**config.mk**
```make
export PLATFORM = sky130hd
export DESIGN_NAME = svn_scan_capture
export DESIGN_NICKNAME = d
export VERILOG_FILES = /design/src/rtl/svn_scan_capture.sv
export SDC_FILE = /design/constraint.sdc
export NUM_CORES = 1
export LEC_CHECK = 0
export ABC_CLOCK_PERIOD_IN_PS = 3600
export CAP_MARGIN = 10
export CORE_ASPECT_RATIO = 0.75
export CORE_UTILIZATION = 53
export CTS_CLUSTER_SIZE = 8
export DETAILED_ROUTE_END_ITERATION = 10
export GPL_ROUTABILITY_DRIVEN = 0
export PLACE_DENSITY = 0.79
export SETUP_SLACK_MARGIN = 0.02
export SLEW_MARGIN = 40
export SYNTH_ARGS = -nofsm -noshare
export SYNTH_HDL_FRONTEND = slang
export SYNTH_SLANG_ARGS = --single-unit
```
**constraint.sdc**
```tcl
create_clock -name clk -period 3.6 [get_ports clk]
set_clock_uncertainty 0.05 [all_clocks]
set_input_delay 0.9 -clock clk [delete_from_list [all_inputs] [get_ports clk]]
set_output_delay 0.9 -clock clk [all_outputs]
set_load 0.05 [all_outputs]
```
**src/rtl/svn_scan_capture.sv**
```systemverilog
// svn_scan_capture: receive side of a multiplexed seven-segment display bus.
// Qualifies each anode slot over STABLE_CYCLES identical samples, decodes the
// active-low segment pattern back to hex and tracks frame completion and errors.
module svn_scan_capture #(
   parameter int unsigned STABLE_CYCLES = 1,
   parameter int unsigned N_DIGITS      = 8
) (
   input  logic                  clk,
   input  logic                  sys_rst_n,
   input  logic [6:0]            seg,
   input  logic                  dp,
   input  logic [N_DIGITS-1:0]   an,
   output logic [4*N_DIGITS-1:0] digits,
   output logic [N_DIGITS-1:0]   dig_valid,
   output logic [N_DIGITS-1:0]   dp_out,
   output logic                  frame_done,
   output logic                  err,
   output logic [7:0]            err_cnt
);

   localparam int unsigned IdxW      = $clog2(N_DIGITS);
   localparam int unsigned SmpW      = N_DIGITS + 8;
   localparam logic [7:0]  StableCnt = 8'(STABLE_CYCLES);

   typedef enum logic [1:0] {StIdle, StTrack, StHeld} state_e;

   // Returns {legal, value}; segments ordered CA..CG, active-low.
   function automatic logic [4:0] seg_decode(input logic [6:0] s);
      logic [4:0] r;
      case (s)
         7'b0000001: r = 5'h10;
         7'b1001111: r = 5'h11;
         7'b0010010: r = 5'h12;
         7'b0000110: r = 5'h13;
         7'b1001100: r = 5'h14;
         7'b0100100: r = 5'h15;
         7'b0100000: r = 5'h16;
         7'b0001111: r = 5'h17;
         7'b0000000: r = 5'h18;
         7'b0000100: r = 5'h19;
         7'b0001000: r = 5'h1A;
         7'b1100000: r = 5'h1B;
         7'b0110001: r = 5'h1C;
         7'b1000010: r = 5'h1D;
         7'b0110000: r = 5'h1E;
         7'b0111000: r = 5'h1F;
         default:    r = 5'h00;
      endcase
      return r;
   endfunction

   logic [6:0]            seg_q;
   logic                  dp_q;
   logic [N_DIGITS-1:0]   an_q;
   state_e                state_q, state_d;
   logic [7:0]            cnt_q, cnt_d;
   logic [SmpW-1:0]       prev_q, prev_d;
   logic [N_DIGITS-1:0]   seen_q, seen_d;
   logic [4*N_DIGITS-1:0] digits_q, digits_d;
   logic [N_DIGITS-1:0]   dig_valid_q, dig_valid_d;
   logic [N_DIGITS-1:0]   dp_out_q, dp_out_d;
   logic                  frame_done_q, frame_done_d;
   logic                  err_q, err_d;
   logic [7:0]            err_cnt_q, err_cnt_d;

   logic [N_DIGITS-1:0]   an_low;
   logic [SmpW-1:0]       sample;
   logic                  is_none, is_one, is_multi, same;
   logic                  latch, err_event;
   logic [IdxW-1:0]       idx;
   logic [4:0]            dec;

   // Classify the registered anode sample and decode the registered segments.
   always_comb begin
      an_low   = ~an_q;
      is_none  = (an_low == '0);
      is_one   = !is_none && ((an_low & (an_low - {{(N_DIGITS-1){1'b0}}, 1'b1})) == '0);
      is_multi = !is_none && !is_one;
      idx      = '0;
      for (int i = 0; i < N_DIGITS; i++) begin
         if (an_low[i]) idx = IdxW'(i);
      end
      sample = {an_q, seg_q, dp_q};
      same   = (sample == prev_q);
      dec    = seg_decode(seg_q);
   end

   // Slot qualification FSM, latch of decoded slots, frame and error bookkeeping.
   always_comb begin
      state_d      = state_q;
      cnt_d        = cnt_q;
      prev_d       = sample;
      seen_d       = seen_q;
      digits_d     = digits_q;
      dig_valid_d  = dig_valid_q;
      dp_out_d     = dp_out_q;
      frame_done_d = 1'b0;
      err_d        = err_q;
      err_cnt_d    = err_cnt_q;
      latch        = 1'b0;
      err_event    = 1'b0;

      if (is_multi) begin
         // Bus contention wins over any pending latch.
         err_event = 1'b1;
         state_d   = StIdle;
         cnt_d     = '0;
      end else if (is_none) begin
         state_d = StIdle;
         cnt_d   = '0;
      end else if (state_q == StTrack && same) begin
         cnt_d = cnt_q + 8'd1;
         if (cnt_d == StableCnt) begin
            latch   = 1'b1;
            state_d = StHeld;
         end
      end else if (!(state_q == StHeld && same)) begin
         // New slot (from idle, or a changed sample while tracking/held).
         cnt_d = 8'd1;
         if (StableCnt == 8'd1) begin
            latch   = 1'b1;
            state_d = StHeld;
         end else begin
            state_d = StTrack;
         end
      end

      if (latch) begin
         if (dec[4]) begin
            digits_d[{idx, 2'b00} +: 4] = dec[3:0];
            dig_valid_d[idx]            = 1'b1;
         end else begin
            dig_valid_d[idx] = 1'b0;
            err_event        = 1'b1;
         end
         dp_out_d[idx] = ~dp_q;
         seen_d[idx]   = 1'b1;
      end

      if (seen_d == '1) begin
         frame_done_d = 1'b1;
         seen_d       = '0;
      end

      if (err_event) begin
         err_d = 1'b1;
         if (err_cnt_q != 8'hFF) err_cnt_d = err_cnt_q + 8'd1;
      end
   end

   // Input sample register; idles as a blank, deselected bus.
   always_ff @(posedge clk or negedge sys_rst_n) begin
      if (!sys_rst_n) begin
         seg_q <= '1;
         dp_q  <= 1'b1;
         an_q  <= '1;
      end else begin
         seg_q <= seg;
         dp_q  <= dp;
         an_q  <= an;
      end
   end

   // FSM state and registered outputs.
   always_ff @(posedge clk or negedge sys_rst_n) begin
      if (!sys_rst_n) begin
         state_q      <= StIdle;
         cnt_q        <= '0;
         prev_q       <= '1;
         seen_q       <= '0;
         digits_q     <= '0;
         dig_valid_q  <= '0;
         dp_out_q     <= '0;
         frame_done_q <= 1'b0;
         err_q        <= 1'b0;
         err_cnt_q    <= '0;
      end else begin
         state_q      <= state_d;
         cnt_q        <= cnt_d;
         prev_q       <= prev_d;
         seen_q       <= seen_d;
         digits_q     <= digits_d;
         dig_valid_q  <= dig_valid_d;
         dp_out_q     <= dp_out_d;
         frame_done_q <= frame_done_d;
         err_q        <= err_d;
         err_cnt_q    <= err_cnt_d;
      end
   end

   assign digits     = digits_q;
   assign dig_valid  = dig_valid_q;
   assign dp_out     = dp_out_q;
   assign frame_done = frame_done_q;
   assign err        = err_q;
   assign err_cnt    = err_cnt_q;

endmodule

```
# Word-level counts from Yosys, hierarchy flattened
# Index checks and enable logic that the tools add are counted.
op_classes:
  n_addsub: 4
  order_cmp: 2
  n_eq_ne: 23
  shifts: 2
  muxes: 33
  n_bitwise: 7
  n_reduce_logical: 13
op_table:
  columns: ["operator", "count"]
  rows:
  - ["$pmux 5 s16", 1]
  - ["$mux 8", 7]
  - ["$eq 7x6->1 const B", 5]
  - ["$bwmux 32", 1]
  - ["$shift 4x7->32 const A", 1]
  - ["$shiftx 4x7->32", 1]
  - ["$eq 7x7->1 const B", 4]
  - ["$add 8x1->8 const B", 2]
  - ["$and 8x8->8", 2]
  - ["$eq 16x16->1", 1]
  - ["$logic_not 8->1", 2]
  - ["$not 8->8", 2]
  - ["$or 8x8->8", 2]
  - ["$mux 3", 5]
  - ["$eq 7x3->1 const B", 2]
  - ["$eq 7x4->1 const B", 2]
  - ["$mux 2", 6]
  - ["$mux 1", 11]
  - ["$bwmux 8", 1]
  - ["$eq 8x1->1 const B", 1]
  - ["$eq 8x8->1 const B", 1]
  - ["$ne 8x8->1 const B", 1]
  - ["$sub 8x1->8 const B", 1]
  - ["$eq 7x1->1 const B", 1]
  - ["other kinds (14)", 21]
word_totals:
  regBits: 108
  input_bits: 18
  output_inout_bits: 58

# Depth between registers and ports, before layout
depth:
  ltp_word: 16
  mapped_depth: 12
  mapped_depth_nobuf: 11

# Worst setup path after synthesis
# OpenSTA, ideal clock, no wires.
synth_timing:
  path_kind: "reg2reg"
  start: "register an_q[1]"
  end: "register digits_q[26] (netlist: digits[26])"
  setup_ns: 0.125
  arrival_time_ns: 3.100
  slack_ns: 0.325
  stages_incl_launch_ff: 11
  period_less_slack_ns: 3.275
  path_cell_list: "dfstp_2 > buf_2 > o21ai_1 > a31oi_1 > nand2_1 > inv_1 > ha_1 > ha_1 > nor4b_4 > or4b_4 > mux2_4"
synth_between:
  elab_chain_len: 11
  word_cells_on_any_way: 28
  cone_classes: "add/sub (2); eq/ne (1); shift (2); mux (12); bitwise (2); reduce/logical (9)"
synth_rtl:
  columns: ["element", "line", "text"]
  rows:
  - ["start, declared", "54", "logic [N_DIGITS-1:0] an_q;"]
  - ["start signal, assigned", "160", "an_q <= an;"]
  - ["$not 8->8", "75", "an_low = ~an_q;"]
  - ["$mux 1", "81", "if (an_low[i]) idx = IdxW'(i);"]
  - ["$mux 2", "81", null]
  - ["$mux 3 (5 in a row)", "81", null]
  - ["$neg 5->7", "130", "digits_d[{idx, 2'b00} +: 4] = dec[3:0];"]
  - ["$shiftx 4x7->32 or $shift 4x7->32 (tied branches)", "130", null]
  - ["$bwmux 32", "130", null]
  - ["end signal, assigned", "182", "digits_q <= digits_d;"]
  - ["end, declared", "59", "logic [4*N_DIGITS-1:0] digits_q, digits_d;"]
# Several ways; a longest one is shown, not always the timed one.
# A chain may end at the register's enable or synchronous reset.

# Worst setup path after layout
layout_timing:
  start: "register an_q[2]"
  end: "register digits_q[26] (netlist: digits[26])"
layout_between:
  elab_chain_len: 10
  word_cells_on_any_way: 27
  cone_classes: "add/sub (2); eq/ne (1); shift (2); mux (11); bitwise (2); reduce/logical (9)"
layout_rtl:
  columns: ["element", "line"]
  rows:
  - ["$not 8->8", "75"]
  - ["$mux 2", "81"]
  - ["$mux 3 (5 in a row)", "81"]
  - ["$neg 5->7", "130"]
  - ["$shiftx 4x7->32 or $shift 4x7->32 (tied branches)", "130"]
  - ["$bwmux 32", "130"]
# Several ways; a longest one is shown, not always the timed one.

==> metrics.log <==
INFO  metric status = finished, final reports clean
INFO  metric drcViolationCount = 0
INFO  metric global_route.overflow_total = 0
INFO  metric period_share = about nine tenths
INFO  metric finalSetupTns = 0 ps
INFO  metric wl = 9163 microns
INFO  metric clock-root-buffer = sky130_fd_sc_hd__clkbuf_16
INFO  metric post_cts_hold_buffer_count = 0
INFO  metric tightest_slew = about 710 ps
INFO  metric power.density_cell_area = 496.4 mW/mm^2
INFO  metric synth_flop_cell = sky130_fd_sc_hd__dfrtp_1
INFO  metric leakage = roughly 2.4 nW
INFO  metric dpl_cell_area = about 0.0054 sq mm
INFO  metric chipWidth = around 110 microns
INFO  metric start_kind = flip-flop
INFO  metric synth.cell_area = around 0.0046 sq mm
INFO  metric p_comb_share = about a fifth
INFO  metric fillerInstances = between 500 and 600
INFO  metric clock.fmax = approximately 0.31 GHz
INFO  metric internal_power = 0.001960 W
INFO  metric tritoncts = yes
INFO  metric clockBufferDepth = 2
INFO  metric critPathCaptureType = flip-flop
INFO  metric largest_net_degree_at_the_start_of_global_routing = between 50 and 60
INFO  metric synthesis.area_per_instance = 12.30 sq um
INFO  metric critical_path.n_buffers_inverters = 2
INFO  metric top_cell_type_by_total_area_after_synthesis = sky130_fd_sc_hd__dfrtp_1
INFO  metric worstHoldStart = an_q[0]$_DFF_PN1_
INFO  metric synth_top_cells_by_area = sky130_fd_sc_hd__dfrtp_1 37%, sky130_fd_sc_hd__dfstp_2 18%, sky130_fd_sc_hd__mux2_2 8.6%
INFO  metric nNetsFinal = 464
INFO  metric rsz0062_at_grt = no
INFO  metric crit_start = an_q[2]$_DFF_PN1_
INFO  metric ys_async_sr_fraction = 100.0%
INFO  metric r2r_start = an_q[2]$_DFF_PN1_
INFO  metric grt_antenna_before_repair = 0
INFO  metric worst_path_largest_cell_delay = just over 600 ps
INFO  metric worstHoldPathType = reg -> reg
INFO  metric vdd.ir_drop.worst = 0.0005622 V
INFO  metric synth_top_cells_by_count = 67 x sky130_fd_sc_hd__dfrtp_1, 35 x sky130_fd_sc_hd__mux2_2, 32 x sky130_fd_sc_hd__dfstp_2, 25 x sky130_fd_sc_hd__nand2_1, 22 x sky130_fd_sc_hd__xor2_1
INFO  metric detailedRoute.firstPassIterationCount = 4
INFO  metric routed_via_density = approximately 5.6
INFO  metric yosys.cell_count.top_type = sky130_fd_sc_hd__dfrtp_1
INFO  metric synth_edf_count = 0
INFO  metric relSlewSlack = around 52%
INFO  metric worst-setup-path-type = reg -> reg
INFO  metric finalMaxSlewViolations = 0
INFO  metric areaGrowthSynthToFinish = 23.51%
INFO  metric setup-violations-final = 0
INFO  metric preCtsSetupSlack = about 240 ps
INFO  metric timing.final.crit_period = approximately 3200 ps
INFO  metric max-cap-violations = 0
INFO  metric power_switching_share = a little over 30%
INFO  metric final_design_area_no_fill = roughly 0.0057 sq mm
INFO  metric number_of_synthesized_register_bits = just under 100
INFO  metric postLayoutSetupSlackWorst = between 300 and 400 ps
INFO  metric vias = 3071
INFO  metric drt-wirelength-per-cell = ~17 microns
INFO  metric dp.final_hpwl = between 6000 and 7000 microns
INFO  metric ioPinCount = 76
INFO  metric ant_nets = 0
INFO  metric place.port_buffers = 75
INFO  metric sequentialPowerShare = ~47%
INFO  metric cp_max_fo = 8
INFO  metric cell_with_the_largest_stage_delay_on_the_worst_path = sky130_fd_sc_hd__dfstp_2
INFO  metric clk-insertion-delay-late = approximately 340 ps
INFO  metric clock_input_transition_at_the_sequential_cells_of_the_worst_setup_and_hold_paths = ~60 ps
INFO  metric synth-warning-count = 0
INFO  metric grt.total_usage = around 22%
INFO  metric power.clock.fraction = roughly 33%
INFO  metric floorplan.die_area = 0.009037 sq mm
INFO  metric ys_types = slightly below 70
INFO  metric path_delay_family = simple AND/OR/NAND/NOR gates
INFO  metric starting_utilization_of_the_core_area = between 50% and 60%
INFO  metric core_region_area = between 0.008 and 0.009 sq mm
INFO  metric area_fraction_of_the_dominant_cell_type_after_synthesis = a little over a third
INFO  metric drive_gt1_share = between 20 and 30%
INFO  metric vias_in_the_first_global_route = between 3000 and 4000
INFO  metric power_switching = around 0.00085 W
INFO  metric htree_levels = 3
INFO  metric cts_inserted_buffers = 9
INFO  metric grt_first_pass_wirelength = approximately 15000 microns
INFO  metric die-height = slightly above 80 microns
INFO  metric worstPathArrival = about 3400 ps
INFO  metric cts_num_sinks = just under 100
INFO  metric synth.net_count = between 300 and 400
INFO  metric sequential_to_total_area_share_from_yosys_stat = a little over half
INFO  metric syn-instance-count = roughly 370
INFO  metric hold_violations = 0
INFO  metric worst-endpoint-required = between 3000 and 4000 ps
INFO  metric worstPathCellList = inv_1, o21ai_1, a31oi_2, nand2_1, inv_1, ha_1, ha_1, nor4b_4, or4b_4, mux2_4
INFO  metric first_iter_violations = between 200 and 250
INFO  metric num_antenna_cells = 0
INFO  metric placementRows = 28
metal layers:
metal / GRT usage [%] / vias up / share of wire, %
met1: 30.45 / 1515 / 49
met5: 0 / - / 0
met4: 7.733 / 0 / 0.94
li1: - / 1473 / -
met2: 34.47 / 77 / 46
met3: 6.044 / 6 / 4.6
worst register-to-register path: stages (launching register included):
cell and delay, ps:
sky130_fd_sc_hd__dfstp_2 610, sky130_fd_sc_hd__inv_1 60, sky130_fd_sc_hd__o21ai_1 190, sky130_fd_sc_hd__a31oi_2 200, sky130_fd_sc_hd__nand2_1 150, sky130_fd_sc_hd__inv_1 90, sky130_fd_sc_hd__ha_1 210, sky130_fd_sc_hd__ha_1 350
sky130_fd_sc_hd__nor4b_4 340, sky130_fd_sc_hd__or4b_4 550, sky130_fd_sc_hd__mux2_4 320
flip-flops by register name (all words and copies together), names as in the netlist, named ones only:
register	flops
frame_done	1
digits	32
an_q	8
dp_q	1
prev_q	16
err	1
err_cnt	8
seg_q	7
dp_out	8
seen_q	8
state_q	1
power groups by stage:
stage / logic (W) / registers (W) / clock network (W)
finish: 0.000571 / 0.00132 / 0.000922
global route: 0.000621 / 0.00134 / 0.000987
CTS: 0.000576 / 0.00132 / 0.000944
detailed placement: 0.000575 / 0.00134 / 0
global placement: 0.000564 / 0.00133 / 0
floorplan: 0.000210 / 0.00150 / 0
kinds of logic after synthesis:
kind of cell / count (synthesis) / share of synthesized area, %
flip-flops: 99 / 54.87
XOR/XNOR: 23 / 4.390
AND/OR/NAND/NOR: 117 / 16.63
multiplexers: 43 / 10.80
AO/OA/AOI/OAI: 56 / 8.318
buffers and inverters: 31 / 3.954
adder cells (fa/ha/maj): 4 / 1.036
what timing repair did:
action / 4_1_cts / 5_1_grt
gates resized for setup: 0 / 1
setup endpoints to repair: 0 / 4
buffers inserted: 0 / 0
layout make-up:
type	instances	area, sq um	area share (%)
multi-input cells	243	1896	33.45
flip-flops and latches	99	2517	44.42
repair buffers	79	790.8	13.95
inverters	11	41.29	0.7286
clock inverters	4	23.77	0.4195
clock buffers	12	266.5	4.703
well taps	105	131.4	2.318
stage by stage:
step	utilization, %	total power, W	instances	hold WS [ps]
2_1_floorplan	-	0.001709	373	301.9
3_5_place_dp	66.07	0.001913	537	356.7
3_3_place_gp	66.07	0.001896	537	344.4
4_1_cts	69.64	0.002840	553	367.7
5_1_grt	69.72	0.002945	553	376.1
6_report	69.72	0.002813	553	365.7
path summary, 6_finish.rpt:
kind | slack [ps] | to | cells past startpoint
max | 370 | digits[26]$_DFFE_PN0P_ | 10
min | 370 | prev_q[8]$_DFF_PN1_ | 0
max reg2reg | 370 | digits[26]$_DFFE_PN0P_ | 10
min reg2reg | 370 | prev_q[8]$_DFF_PN1_ | 0
max in group asynchronous | 2190 | prev_q[5]$_DFF_PN1_ | 2
min in group asynchronous | 570 | digits[1]$_DFFE_PN0P_ | 1
layout by cell type, fill, tap and decap left out, drive strengths merged, types with 8 or more instances in the layout:
cell,count
clkdlybuf4s50,74
xor2,22
nand3,8
nor2,21
nor3b,8
inv,11
a21oi,10
nand2,25
o21ai,17
dfstp,32
mux2,40
dfrtp,67
clkbuf,12
Power figures use the tool's default switching activity.
